### config.mk
export PLATFORM = sky130hd
export DESIGN_NAME = sevseg_scan_ctrl
export DESIGN_NICKNAME = d
export VERILOG_FILES = /design/src/rtl/sevseg_scan_ctrl.sv
export SDC_FILE = /design/constraint.sdc
export NUM_CORES = 1
export LEC_CHECK = 0
export BUFFER_PORTS_ARGS = -buffer_cell sky130_fd_sc_hd__buf_2
export CAP_MARGIN = 0
export CORE_MARGIN = 4
export CORE_UTILIZATION = 54
export CTS_CLUSTER_SIZE = 10
export DETAILED_ROUTE_END_ITERATION = 16
export PLACE_DENSITY = 0.78
export SYNTH_ARGS = -nofsm -noshare
export SYNTH_HDL_FRONTEND = slang
export SYNTH_SLANG_ARGS = --single-unit
### constraint.sdc
create_clock -name clk_i -period 3.2 [get_ports clk_i]
set_input_delay 0.8 -clock clk_i [delete_from_list [all_inputs] [get_ports clk_i]]
set_output_delay 0.8 -clock clk_i [all_outputs]
set_load 0.05 [all_outputs]
### src/rtl/sevseg_scan_ctrl.sv
// sevseg_scan_ctrl: double-buffered 4-digit seven-segment scanner with inter-digit blanking.
// Define SEVSEG_LZB_EN to blank leading zero digits (digit 0 always lit).
module sevseg_scan_ctrl #(
    parameter int unsigned DIV       = 100000,
    parameter int unsigned BLANK_CYC = 2000
) (
    input  logic        clk_i,
    input  logic        rst_i,
    input  logic        enable_i,
    input  logic [15:0] data_i,
    input  logic        valid_i,
    output logic        ready_o,
    output logic [3:0]  en_o,
    output logic [3:0]  digit_o,
    output logic        frame_o
);
    localparam int unsigned SW = $clog2(DIV);

    typedef enum logic {BLANK, ON} phase_t;

    logic [SW-1:0] slot_cnt_q, slot_cnt_d;
    logic [1:0]    sel_q, sel_d;
    logic [15:0]   active_q, active_d, pending_q, pending_d;
    logic          pend_vld_q, pend_vld_d;
    logic [3:0]    en_q, en_d, digit_q, digit_d;
    logic          frame_q, frame_d;
    logic          slot_end, accept, lit;
    phase_t        phase_d;
`ifdef SEVSEG_LZB_EN
    logic [15:0]   upper;
`endif

    // Outputs are computed from next-state values so they line up with the registered state.
    always_comb begin
        slot_end   = enable_i && (slot_cnt_q == SW'(DIV - 1));
        frame_d    = slot_end && (sel_q == 2'd3);
        accept     = valid_i && !pend_vld_q;
        slot_cnt_d = (!enable_i || slot_end) ? '0 : slot_cnt_q + 1'b1;
        sel_d      = !enable_i ? 2'd0 : slot_end ? sel_q + 2'd1 : sel_q;
        active_d   = (frame_d && pend_vld_q) ? pending_q : active_q;
        pending_d  = accept ? data_i : pending_q;
        pend_vld_d = accept || (pend_vld_q && !frame_d);
        phase_d    = (!enable_i || slot_cnt_d < SW'(BLANK_CYC)) ? BLANK : ON;
`ifdef SEVSEG_LZB_EN
        upper      = active_d >> {sel_d, 2'b00};
        lit        = (sel_d == 2'd0) || (|upper);
`else
        lit        = 1'b1;
`endif
        en_d       = (phase_d == ON && lit) ? ~(4'b0001 << sel_d) : 4'b1111;
        digit_d    = active_d[{sel_d, 2'b00} +: 4];
    end

    always_ff @(posedge clk_i) begin
        if (rst_i) begin
            slot_cnt_q <= '0;
            sel_q      <= 2'd0;
            active_q   <= 16'h0000;
            pending_q  <= 16'h0000;
            pend_vld_q <= 1'b0;
            en_q       <= 4'b1111;
            digit_q    <= 4'h0;
            frame_q    <= 1'b0;
        end else begin
            slot_cnt_q <= slot_cnt_d;
            sel_q      <= sel_d;
            active_q   <= active_d;
            pending_q  <= pending_d;
            pend_vld_q <= pend_vld_d;
            en_q       <= en_d;
            digit_q    <= digit_d;
            frame_q    <= frame_d;
        end
    end

    assign ready_o = !pend_vld_q;
    assign en_o    = en_q;
    assign digit_o = digit_q;
    assign frame_o = frame_q;
endmodule
==> impl_summary.md <==
Logic synthesis
The average instance area after synthesis is 8.67 µm². The dominant register cell in the synthesized netlist is sky130_fd_sc_hd__dfxtp_1. The count of unique library cells instantiated by Yosys is 44. The number of nets handed over by synthesis was 332. The count of warnings emitted by yosys is 0.

The number of flip-flops and latches in the synthesized netlist is 61. The synthesized netlist cell count is between 300 and 400. The sequential cell area fraction in the yosys report is a little under half.

The post-synthesis async set-or-reset flop share is 0%. The synthesized cell area is between 2000 and 3000 µm². Yosys mapped a number of flops with a built-in enable equal to 0.

Power and ir drop
Power spread over the standard cell area amounts to approximately 500 nW/µm². Total power for the finished layout comes to roughly 1.5 mW. The leakage power total is roughly 1.2 nW.

The worst-case IR drop observed on VDD is 0.000301 V.

GRT
Summed over all layers, the global routing overflow is 0. In the global route stage, overall resource usage came out at 18.9%. The number of antenna violations at the first check in global routing is 0.

The via count of the first global-routing pass is a little under 2000. The first global-routing pass estimated approximately 9000 µm of wire. Entering global routing, the biggest net connects 39 pins.

Worst setup path
The cell depth of the worst setup path is 7. The family of cells with the greatest summed delay on the critical path is simple AND/OR/NAND/NOR gates. The nature of the critical path endpoint is a flip-flop. The critical path's slowest cell is sky130_fd_sc_hd__and4_1. The critical path startpoint category is a flip-flop. Of all nets on the critical path, the largest fanout is 16. Counting cells, the worst reg-to-reg path comes to 7. The kind of critical path is flip-flop to flip-flop. The data arrival time of the worst path is slightly above 3 ns. The cell occurring most often along the worst timing path is sky130_fd_sc_hd__and4_1. In this design, the stage delay of the slowest critical-path cell is about 0.44 ns. The signal on the critical path passes through ha_1, and4_1, and4_1, nand4_4, mux2i_1, o22ai_1, or3_1.

Data on the critical path is required at its endpoint by around 3.4 ns. The critical path contains buffers and inverters numbering 0 combined.

Clocking
The post-cts gate resize count is 0. The number of buffers inserted by post-CTS setup repair is 0. The hold buffer count at CTS is 0.

The clock transition time at the flip-flop clock pins of the worst setup and hold paths is 0.06 ns. TritonCTS created 9 clock buffers. For the worst-skew pair, the clock arrives at the later sink with an insertion delay of 0.34 ns. The H-tree was split into 3 levels. The root buffer cell is sky130_fd_sc_hd__clkbuf_8.

The tree built by TritonCTS fans out to 61 sinks. The deepest clock path buffer count is 2. TritonCTS built the clock tree.

Run
The reported max-cap violation count is 0.

Placed design
The port buffer count is 29. The routability-driven placement congestion ratio is between 0.8 and 0.9. Detailed placement ended at an HPWL of 3800 µm.

The number of cells in the design after placement is between 300 and 400. OpenSTA, run right after detailed placement, puts the worst setup slack at around 0.44 ns.

Final layout
The final-layout fill cell count is 422. From synthesis to final layout, the design area changed by 12.2%. Leaving out fill and tap cells, the most frequent cell in the layout is sky130_fd_sc_hd__dfxtp_1. Of the cells placed in the final design, the portion with a size suffix greater than 1 is 14.5%. The library cells used most frequently in the layout, excluding fill and tap cells, are sky130_fd_sc_hd__dfxtp_1, sky130_fd_sc_hd__nand2_1, sky130_fd_sc_hd__nor2_1. Leaving out filler cells and counting taps, the final layout contains around 410. After the last flow step, the layout net total stands at ~360. 0 antenna diodes ended up in the layout.

Route
The average via count per standard cell is 5.36. For this run, design rule violations remaining after detail routing come to 0. The first detailed-routing pass took 4 iterations. Summed over all layers, the routed wires come to roughly 5400 µm.

In the final routed layout, each cell accounts on average for approximately 13 µm. The total number of vias is approximately 2200. Once detail routing completed, the nets flagged for antenna violations numbered 0.

For this block, the initial DRC count from the detailed router was between 80 and 90.

Die
30 I/O pins were placed. The number of rows created at floorplan is 25. The floorplan die width is between 70 and 80 µm. The die is just under 80 µm tall. The die covers around 6200 µm². For this configuration, the core starts out at a cell density of a little under three fifths.

The core region is ~4800 µm².

STA
The number of setup violations in the final report is 0. The final number of hold-violating endpoints is 0. In the final timing run, aggregate negative setup slack is 0 ns. Hold is met by ~0.45 ns. The worst path uses 88.2% of the clock period. The headroom to the max-slew limit is between 20 and 30%. The final number of max-transition violations is 0. On the final layout, the worst clock skew is between 0.009 and 0.01 ns.

The highest clock rate is between 300 and 400 MHz. The transition time at the pin with the least slew margin is between 1 and 1.5 ns. The worst path setup slack after routing is 0.378 ns.

For the finished layout, the period the worst path requires is between 2 and 3 ns. Setup repair after global routing left no endpoint under its margin.

Hold path
The cell depth of the worst min-delay path is 2. The path category of the worst min-delay check is flip-flop to flip-flop.

Outcome
The run finished with clean final reports.
[cells in the mapped netlist (6+ instances only)]
cell / count / area, µm²
sky130_fd_sc_hd__xnor2_1: 11 / 96.3
sky130_fd_sc_hd__nor2_1: 42 / 158
sky130_fd_sc_hd__nand4_1: 6 / 37.5
sky130_fd_sc_hd__nor3_1: 7 / 35.0
sky130_fd_sc_hd__nand3_1: 10 / 50.1
sky130_fd_sc_hd__xor2_1: 6 / 52.6
sky130_fd_sc_hd__clkbuf_1: 9 / 33.8
sky130_fd_sc_hd__a21oi_1: 21 / 105
sky130_fd_sc_hd__dfxtp_1: 61 / 1220
sky130_fd_sc_hd__o21ai_0: 7 / 35.0
sky130_fd_sc_hd__mux2i_1: 15 / 150
sky130_fd_sc_hd__nand2_1: 50 / 188
[worst paths after layout]
kind | slack [ns] | endpoint | start
min reg2reg | 0.45 | pending_q[12] | pending_q[12]
min | 0.45 | pending_q[12] | pending_q[12]
max | 0.38 | digit_o[3] | slot_cnt_q[0]
max reg2reg | 0.38 | digit_o[3] | slot_cnt_q[0]
[metal layers]
layer / vias up / part of all wire, % / GRT usage [%]
met5: - / 0 / 0
met4: 0 / 1.1 / 8.74
met3: 8 / 6.4 / 6.77
met2: 62 / 45 / 27.8
met1: 983 / 48 / 24.6
li1: 1118 / - / -
[registers in the layout (all words and copies together), names as in the netlist]
register	count
pending_q	16
digit_o	4
slot_cnt_q	17
active_q	16
pend_vld_q	1
sel_q	2
en_o	4
frame_o	1
[logic make-up (layout without fill, tap and decap cells)]
family                   Yosys count  after routing  share of synthesized area, %
adder cells (fa/ha/maj)            2              2                         0.931
buffers and inverters             19             47                          3.82
AND/OR/NAND/NOR                  152            152                          28.7
flip-flops                        61             61                          45.5
XOR/XNOR                          17             17                          5.54
multiplexers                      15             15                          5.59
AO/OA/AOI/OAI                     44             44                          9.92
[cell type report]
cell class                 count  area (µm²)  area share [%]
timing repair buffer          31         160            5.31
sequential                    61        1220            40.5
clock inverter                 2        35.0            1.16
inverter                       2        7.51           0.249
clock buffer                  12         145            4.81
multi-input combinational    230        1360            45.2
tap                           67        83.8            2.78
[worst reg2reg max path: stages, from the launching register on]
cell                      delay, ns
sky130_fd_sc_hd__dfxtp_1       0.41
sky130_fd_sc_hd__ha_1          0.29
sky130_fd_sc_hd__and4_1        0.36
sky130_fd_sc_hd__and4_1        0.44
sky130_fd_sc_hd__nand4_4       0.37
sky130_fd_sc_hd__mux2i_1       0.32
sky130_fd_sc_hd__o22ai_1       0.13
sky130_fd_sc_hd__or3_1         0.38
[report_power, final]
| part | total, mW | internal [mW] | switching [mW] | leakage [nW] |
|---|---|---|---|---|
| Clock | 0.639 | 0.371 | 0.268 | 0.0923 |
| Sequential | 0.784 | 0.773 | 0.0107 | 0.494 |
| Combinational | 0.0588 | 0.0216 | 0.0373 | 0.639 |
[stage by stage]
stage / area, µm² / utilization, %
finish: 3020 / 63.0
floorplan: 2690 / -
detailed placement: 2840 / 59.2
global placement: 2840 / 59.2
CTS: 3020 / 63.0
global route: 3020 / 63.0
No activity file was read; power rests on OpenSTA's default activity.
